===== config.mk =====
export PLATFORM = sky130hd
export DESIGN_NAME = sprite_line_scheduler
export DESIGN_NICKNAME = d
export VERILOG_FILES = /design/src/rtl/sprite_pkg.sv /design/src/rtl/sprite_row_hit.sv /design/src/rtl/sprite_line_scheduler.sv
export SDC_FILE = /design/constraint.sdc
export NUM_CORES = 1
export LEC_CHECK = 0
export BUFFER_PORTS_ARGS = -buffer_cell sky130_fd_sc_hd__buf_2
export CORE_AREA = 2 2 96 98
export CTS_CLUSTER_SIZE = 25
export DETAILED_ROUTE_END_ITERATION = 8
export DIE_AREA = 0 0 98 100
export PLACE_DENSITY_LB_ADDON = 0.2
export SYNTH_ARGS = -nofsm -noshare
export SYNTH_HDL_FRONTEND = slang
export SYNTH_HIERARCHICAL = 1
export SYNTH_SLANG_ARGS = --single-unit

===== constraint.sdc =====
create_clock -name clk -period 2.5 [get_ports clk]
set_input_delay 0.125 -clock clk [delete_from_list [all_inputs] [get_ports clk]]
set_output_delay 0.125 -clock clk [all_outputs]
set_load 0.02 [all_outputs]

===== src/rtl/sprite_pkg.sv =====
// Shared sprite definitions: OAM field layout, sprite geometry and
// scheduler state encoding.
package sprite_pkg;

  localparam int SPR_W = 8;
  localparam int SPR_H = 8;

  localparam int Y_LO         = 0;
  localparam int Y_HI         = 10;
  localparam int X_LO         = 11;
  localparam int X_HI         = 21;
  localparam int ROTSCALE_BIT = 22;
  localparam int DISABLE_BIT  = 23;
  localparam int NAME_LO      = 36;
  localparam int NAME_HI      = 43;
  localparam int PAL_LO       = 44;
  localparam int PAL_HI       = 47;

  typedef enum logic [1:0] {
    IDLE,
    SCAN,
    DRAIN
  } sched_state_e;

endpackage


===== src/rtl/sprite_row_hit.sv =====
// Combinational row test: does this OAM entry cover scanline i_y?
// The Y subtraction wraps mod 2^11 so sprites straddle line 0.
module sprite_row_hit
  import sprite_pkg::*;
#(
  parameter int H = 8
) (
  input  logic [63:0] i_attr,
  input  logic [10:0] i_y,
  output logic        o_hit
);

  logic        w_en;
  logic [10:0] w_dy;
  logic        w_unused;

  assign w_en  = i_attr[ROTSCALE_BIT] | ~i_attr[DISABLE_BIT];
  assign w_dy  = i_y - i_attr[Y_HI:Y_LO];
  assign o_hit = w_en & (w_dy < 11'(H));

  assign w_unused = ^{i_attr[63:24], i_attr[X_HI:X_LO]};

endmodule


===== src/rtl/sprite_line_scheduler.sv =====
// Per-scanline OAM scan: copies up to SLOTS visible sprites, in index
// order, into the line-slot file and flags overflow.
module sprite_line_scheduler
  import sprite_pkg::*;
#(
  parameter int NUM_SPRITES = 128,
  parameter int SLOTS       = 8,
  parameter int SPR_H       = 8,
  localparam int AW = $clog2(NUM_SPRITES),
  localparam int CW = $clog2(SLOTS)
) (
  input  logic          clk,
  input  logic          reset,
  input  logic          line_start,
  input  logic [10:0]   next_y,
  output logic          oam_rd,
  output logic [AW-1:0] oam_addr,
  input  logic [63:0]   oam_data,
  output logic          slot_we,
  output logic [CW-1:0] slot_idx,
  output logic [63:0]   slot_attr,
  output logic [CW:0]   slot_count,
  output logic          overflow,
  output logic          busy,
  output logic          done
);

  sched_state_e r_state, w_state_nx;

  logic [10:0]   r_y;
  logic [AW-1:0] r_idx;
  logic          r_rd_valid;
  logic [CW:0]   r_count;
  logic          r_ovf;
  logic          r_done;

  logic w_hit, w_eval, w_full, w_wr;
  logic w_ovf_hit, w_last, w_done_nx;

  sprite_row_hit #(.H(SPR_H)) u_hit (
    .i_attr (oam_data),
    .i_y    (r_y),
    .o_hit  (w_hit)
  );

  // A restart in the same cycle discards the returning word.
  assign w_eval    = r_rd_valid & ~line_start;
  assign w_full    = (r_count == (CW+1)'(SLOTS));
  assign w_wr      = w_eval & w_hit & ~w_full;
  assign w_ovf_hit = w_eval & w_hit & w_full;
  assign w_last    = (r_idx == AW'(NUM_SPRITES - 1));

  always_comb begin
    w_state_nx = r_state;
    w_done_nx  = 1'b0;
    case (r_state)
      IDLE: begin
        if (line_start) w_state_nx = SCAN;
      end
      SCAN: begin
        if (line_start) begin
          w_state_nx = SCAN;
        end else if (w_ovf_hit) begin
          w_state_nx = IDLE;
          w_done_nx  = 1'b1;
        end else if (w_last) begin
          w_state_nx = DRAIN;
        end
      end
      DRAIN: begin
        if (line_start) begin
          w_state_nx = SCAN;
        end else begin
          w_state_nx = IDLE;
          w_done_nx  = 1'b1;
        end
      end
      default: w_state_nx = IDLE;
    endcase
  end

  assign oam_rd     = (r_state == SCAN) & ~w_ovf_hit;
  assign oam_addr   = r_idx;
  assign slot_we    = w_wr;
  assign slot_idx   = r_count[CW-1:0];
  assign slot_attr  = oam_data;
  assign slot_count = r_count;
  assign overflow   = r_ovf;
  assign busy       = (r_state != IDLE);
  assign done       = r_done;

  always_ff @(posedge clk) begin
    if (reset) begin
      r_state    <= IDLE;
      r_y        <= '0;
      r_idx      <= '0;
      r_rd_valid <= 1'b0;
      r_count    <= '0;
      r_ovf      <= 1'b0;
      r_done     <= 1'b0;
    end else begin
      r_state    <= w_state_nx;
      r_done     <= w_done_nx;
      r_rd_valid <= oam_rd & ~line_start;
      if (line_start) begin
        r_y     <= next_y;
        r_idx   <= '0;
        r_count <= '0;
        r_ovf   <= 1'b0;
      end else begin
        if (r_state == SCAN && !w_last) r_idx <= r_idx + 1'b1;
        if (w_wr) r_count <= r_count + 1'b1;
        if (w_ovf_hit) r_ovf <= 1'b1;
      end
    end
  end

endmodule


# == After elaboration in Yosys (flattened, before gate mapping) ==
# Index checks and enable logic that the tools add are counted.
# totals
reg_bits,27
in_bits,78
output_inout_bits,83
elab_cells,45
# classes
add_sub_neg,3
magnitude_cmp,1
n_eq_ne,6
n_mux,10
bitwise,12
reduce_logical,6
# op_table
cell,n
$lt 11x4->1 const B,1
$sub 11x11->11,1
$mux 2,4
$add 7x1->7 const B,1
$and 1x1->1,7
$eq 7x7->1 const B,1
$pmux 2 s3,1
$add 4x1->4 const B,1
$eq 4x4->1 const B,1
$mux 1,4
$ne 4x4->1 const B,1
$not 1->1,4
$eq 2x1->1 const B,1
$eq 2x2->1 const B,1
$logic_not 2->1,1
$ne 2x2->1 const B,1
$pmux 1 s2,1
$reduce_and 2->1,1
$reduce_bool 2->1,1
$reduce_or 2->1,1
$logic_and 1x1->1,1
$logic_not 1->1,1
$or 1x1->1,1

# == Logic depth before layout (Yosys ltp) ==
# depth
word_depth,8
ltp_mapped,12

# == Cells and area by module ==
# Netlist, hierarchy kept.
# by_module_without_submodules
module,instances,cells_each,area_per_inst_um2,seq_area_each_um2
sprite_line_scheduler,1,193,1676.6,540.5
sprite_row_hit,1,67,485.5,0.0

# == Worst setup path after synthesis ==
# Ideal clock, no wire load.
# synth_timing
path_type,reg2reg
from,register r_y[2]
to,register r_state[0]
t_arrival_ps,2286
t_required_ps,2430
slack_ps,144
path_stages_with_launch,12
n_path_buf,0
period_less_slack_ps,2356
path_cell_list,dfxtp_1 -> ha_1 -> a21o_1 -> a31o_2 -> a41oi_1 -> o211ai_1 -> nand4b_1 -> nor4_2 -> nand3b_1 -> nor2_1 -> or4_1 -> a21oi_1
# synth_between
elab_chain_len,8
# synth_rtl
item,line,rtl
from (decl),sprite_line_scheduler.sv:30,logic [10:0] r_y;
from (signal assigned),sprite_line_scheduler.sv:106,r_y <= next_y;
$sub 11x11->11 *,sprite_row_hit.sv:18,assign w_dy = i_y - i_attr[Y_HI:Y_LO];
$lt 11x4->1 *,sprite_row_hit.sv:19,assign o_hit = w_en & (w_dy < 11'(H));
$and 1x1->1 *,sprite_row_hit.sv:19,
via w_hit,sprite_line_scheduler.sv:37,"logic w_hit, w_eval, w_full, w_wr;"
$and 1x1->1 * (2 in a row),sprite_line_scheduler.sv:50,assign w_ovf_hit = w_eval & w_hit & w_full;
$mux 2,sprite_line_scheduler.sv:63,end else if (w_ovf_hit) begin
$mux 2,sprite_line_scheduler.sv:61,if (line_start) begin
$pmux 2 s3,sprite_line_scheduler.sv:56,case (r_state)
to (signal assigned),sprite_line_scheduler.sv:102,r_state <= w_state_nx;
to (decl),sprite_line_scheduler.sv:28,"sched_state_e r_state, w_state_nx;"
# The timed path passes the listed nets; every way through them passes the cells marked *.
# A chain may end at the register's enable or synchronous reset.

# == Final worst setup path ==
# layout_timing
from,register r_y[2]
to,output oam_rd
# layout_between
elab_chain_len,7
# layout_rtl
item,line,rtl
$sub 11x11->11,sprite_row_hit.sv:18,
$lt 11x4->1,sprite_row_hit.sv:19,
$and 1x1->1,sprite_row_hit.sv:19,
via w_hit,sprite_line_scheduler.sv:37,
$and 1x1->1 (2 in a row),sprite_line_scheduler.sv:50,
$not 1->1,sprite_line_scheduler.sv:82,assign oam_rd = (r_state == SCAN) & ~w_ovf_hit;
$and 1x1->1,sprite_line_scheduler.sv:82,
to (decl),sprite_line_scheduler.sv:16,"output logic oam_rd,"
# The timed path passes the listed nets, and every way through them passes these cells.

==> run summary <==
The maximum clock insertion buffer count came out at 2. The flow ran to the end, but the final reports show violations. Setup violations remaining at the end of the flow were counted as 3. In this run the number of H-tree levels came out at 1.

The highest attainable clock frequency came out at 0.388 GHz. The leakage component of the power came out at 1.10 nW. Synthesis inferred 27 register bits. The synthesized netlist net count is 354. The via count is 1669. The half-perimeter wire length after detailed placement came out at 3.49 mm.

The number of max-slew violations in the final report is 0. The setup clock skew after layout is 0.00660 ns. The fraction of the cycle the final worst path needs came out at 103%. 0 antenna diodes ended up in the layout. The number of rows in the core area came out at 35. Of all nets on the critical path, the largest fanout is 3. The number of distinct standard cells referenced by the synthesized netlist is 46.

The final reports fail on negative setup slack. The number of routed nets with antenna violations is 0. The share of total power in sequential cells is 45.6%. The routed wire length per instance came out at 12.7 um. Counting the fill cells in the layout gives 983.

The via count of the first global-routing pass is 1655. Setup repair after global routing could not meet its margin everywhere. After detailed routing, the total wire length is 4.78 mm. During I/O placement, the number of pins put on the boundary was 161. Cells with a size suffix above 1 make up 41.2% of the layout.

The clock slew at the register clock pins of the worst setup and hold paths is 0.10 ns. The worst-case IR drop observed on VDD is 180 uV. The switching power as a share of total power came out at 30.6%.

After the first detailed-routing iteration, the DRC count stood at 34. The worst setup path is launched from a register. Yosys printed 6 warnings. Counting flops with an async set or reset pin after synthesis yields a share of 0%. Measured on the finished design, the core utilization comes to 27.3%. The number of clock buffers added by TritonCTS is 3.

For this run the aggregate overflow at the end of global routing stands at 0. The final number of hold-violating endpoints came out at 0. The capturing element type of the critical path is an output port.

The number of antenna violations at the first check in global routing is 0. The launching element of the worst setup path is r_y[2]. The core region is 8890 sq um.

The area enclosed by the die boundary is 9800 sq um. Dividing total power by cell area gives a power density of 412 nW/um^2. The tree is rooted in a sky130_fd_sc_hd__clkbuf_8. Global routing used 9.46% of the available tracks. CTS saw 27 sinks. After layout, the worst setup slack is -0.0768 ns. OpenSTA, run right after detailed placement, puts the worst setup slack at -0.0429 ns.

For this configuration, the core starts out at a cell density of 24.3%. The number of enable flip-flop cells after synthesis is 0. The reg-to-reg startpoint is r_y[2]. TritonCTS built the clock tree.

Across the run, the number of max-cap violations was 0. Among all flip-flop cells after synthesis, the most frequent one is sky130_fd_sc_hd__dfxtp_1. The synthesized netlist occupies a cell area of 2160 sq um. In this run the most critical hold path is launched from next_y[2]. The die is 100 um tall. The count of mapped cells out of synthesis came out at 260. In this run the horizontal extent of the chip is 98 um. The final weighted congestion in routability-driven placement came out at 0.734. The iteration count of the initial detailed-routing pass came out at 4. The arrival time at the worst endpoint came out at 2.45 ns.

The wire length of the first global-routing pass is 7.70 mm. The clock network is responsible for 26.1% of the overall power. Each instance of the synthesized netlist takes up on average 8.32 sq um. The critical path data required time came out at 2.38 ns. The worst path in the final design needs a cycle of 2.58 ns, including I/O delays and setup. The worst-case headroom to the max-slew limit came out at 68.1%. The remaining routing DRC violations came out at 0. The internal power of the cells totals 694 uW.

The kind of path behind the tightest hold check is in -> reg. Of the synthesized area, sequential elements account for 25.0%. The area occupied by multi-input gates came out at 1190 sq um. The hold buffer count at CTS came out at 0. The transition at the pin with the smallest max-transition slack came out at 0.478 ns. The mean number of vias per cell came out at 4.42. The combinational cell fraction of total power is 28.3%. The overall power came out at 1.00 mW. The final-stage net count is 362.

For the worst-skew pair, the clock arrives at the later sink with an insertion delay of 0.28 ns. The area occupied by registers came out at 546 sq um. The net load switching power is 306 uW. The largest net degree at the start of global routing came out at 18. The signed area change from the synthesized netlist to the final layout is 12.2%. The setup path with the least slack is of type reg -> out. The number of port buffers is 58.
[repair_timing]
action,4_1_cts,5_1_grt
gates resized for setup,13,22
setup buffers,4,2
pin swaps,7,6
setup endpoints to repair,8,11
[final timing paths]
check / to / slack [ns] / cells after the start
setup / recovery: oam_rd / -0.08 / 11
hold / removal: r_y[2] / 0.08 / 3
setup reg to reg: r_state[0] / -0.04 / 13
hold reg to reg: overflow / 0.50 / 2
[synthesized netlist by cell type, types with 2 or more instances]
library cell / n / area (sq um)
sky130_fd_sc_hd__a21oi_1: 6 / 30.0
sky130_fd_sc_hd__nand3_1: 5 / 25.0
sky130_fd_sc_hd__mux2i_1: 12 / 120
sky130_fd_sc_hd__buf_2: 2 / 10.0
sky130_fd_sc_hd__xnor2_1: 3 / 26.3
sky130_fd_sc_hd__o21ai_0: 4 / 20.0
sky130_fd_sc_hd__o31ai_1: 2 / 15.0
sky130_fd_sc_hd__o21a_1: 2 / 15.0
sky130_fd_sc_hd__dfxtp_1: 27 / 541
sky130_fd_sc_hd__a211oi_1: 2 / 15.0
sky130_fd_sc_hd__nand2_1: 9 / 33.8
sky130_fd_sc_hd__a31oi_1: 2 / 12.5
sky130_fd_sc_hd__nor3b_1: 2 / 15.0
sky130_fd_sc_hd__inv_1: 20 / 75.1
sky130_fd_sc_hd__nand4_1: 3 / 18.8
sky130_fd_sc_hd__o21ai_1: 3 / 15.0
sky130_fd_sc_hd__buf_4: 67 / 503
sky130_fd_sc_hd__o211ai_1: 5 / 37.5
sky130_fd_sc_hd__nand3b_1: 2 / 15.0
sky130_fd_sc_hd__nor3_1: 4 / 20.0
sky130_fd_sc_hd__nor2_1: 28 / 105
sky130_fd_sc_hd__nor4_1: 2 / 12.5
sky130_fd_sc_hd__or2_1: 2 / 12.5
sky130_fd_sc_hd__a21o_1: 2 / 15.0
sky130_fd_sc_hd__clkbuf_1: 2 / 7.51
sky130_fd_sc_hd__xor2_1: 7 / 61.3
sky130_fd_sc_hd__ha_1: 16 / 200
[power groups by stage]
stage               combinational (mW)  sequential [mW]  clock, mW
floorplan                        0.289            0.461          0
global placement                 0.243            0.462          0
detailed placement               0.241            0.462          0
CTS                              0.255            0.454      0.283
global route                     0.315            0.457      0.301
finish                           0.283            0.456      0.261
[through the flow]
stage	cells	setup TNS, ns	area, sq um	hold WS [ns]
4_1_cts	376	-0.295	2280	0.0678
2_1_floorplan	260	0	2160	0.194
5_1_grt	378	-1.41	2420	0.0701
6_report	378	-0.154	2420	0.0782
3_5_place_dp	368	-0.0715	2150	0.250
3_3_place_gp	368	-0.000526	2150	0.250
[layout by cell type, fill, tap and decap left out, drive strengths merged, types with 2 or more instances in the layout]
cell	Yosys	routed
xor2	7	7
o21ai	7	7
inv	21	21
nor3	4	4
ha	16	16
clkbuf	2	3
buf	69	74
nor4	3	3
mux2i	12	12
nand2	9	9
a211oi	2	2
nand4	3	3
a21o	2	2
or2	2	2
o21a	2	2
dfxtp	27	27
a31oi	2	2
o31ai	2	2
nor2	28	28
xnor2	3	3
nand3	5	5
nor3b	2	2
a21oi	6	6
o211ai	5	5
nand3b	2	2
[routing by layer]
metal	wire, um	share of wire, %	track usage, %	vias to the layer above
met3	347	7.3	3.55	2
met1	2200	46	11.9	781
met2	2220	46	15.6	58
met4	17	0.36	1.82	0
li1	-	-	-	828
met5	0	0	0	-
[layout make-up]
cell class              instances  share of cell area (%)
inverters                      21                    3.25
clock buffers                   3                    1.70
clock inverters                 1                   0.206
repair buffers                 74                    17.5
multi-input cells             141                    49.1
flip-flops and latches         27                    22.5
well taps                     111                    5.73
[logic make-up after synthesis]
kind of cell	synth area share [%]
compound gates	12.7
xor+xnor	4.05
fa+ha+maj	9.26
buf+inv	27.7
flops	25.0
mux	5.56
simple gates	15.7
[worst max-delay path, cell delays in order, from the launching register on]
cell and delay (ns):
sky130_fd_sc_hd__dfxtp_2 0.36, sky130_fd_sc_hd__ha_4 0.20, sky130_fd_sc_hd__a21o_1 0.18, sky130_fd_sc_hd__a31o_4 0.22, sky130_fd_sc_hd__buf_4 0.15, sky130_fd_sc_hd__nor4_2 0.18
sky130_fd_sc_hd__a311oi_2 0.09, sky130_fd_sc_hd__nor4_2 0.26, sky130_fd_sc_hd__nand3b_1 0.16, sky130_fd_sc_hd__nor2_2 0.15, sky130_fd_sc_hd__nor2_1 0.05, sky130_fd_sc_hd__buf_2 0.16
[sequential cells by signal (all words and copies together), names as in the netlist]
name	cells
r_state	2
r_rd_valid	1
r_y	11
done	1
oam_addr	7
slot_count	4
overflow	1
No activity file was read; power rests on OpenSTA's default activity.
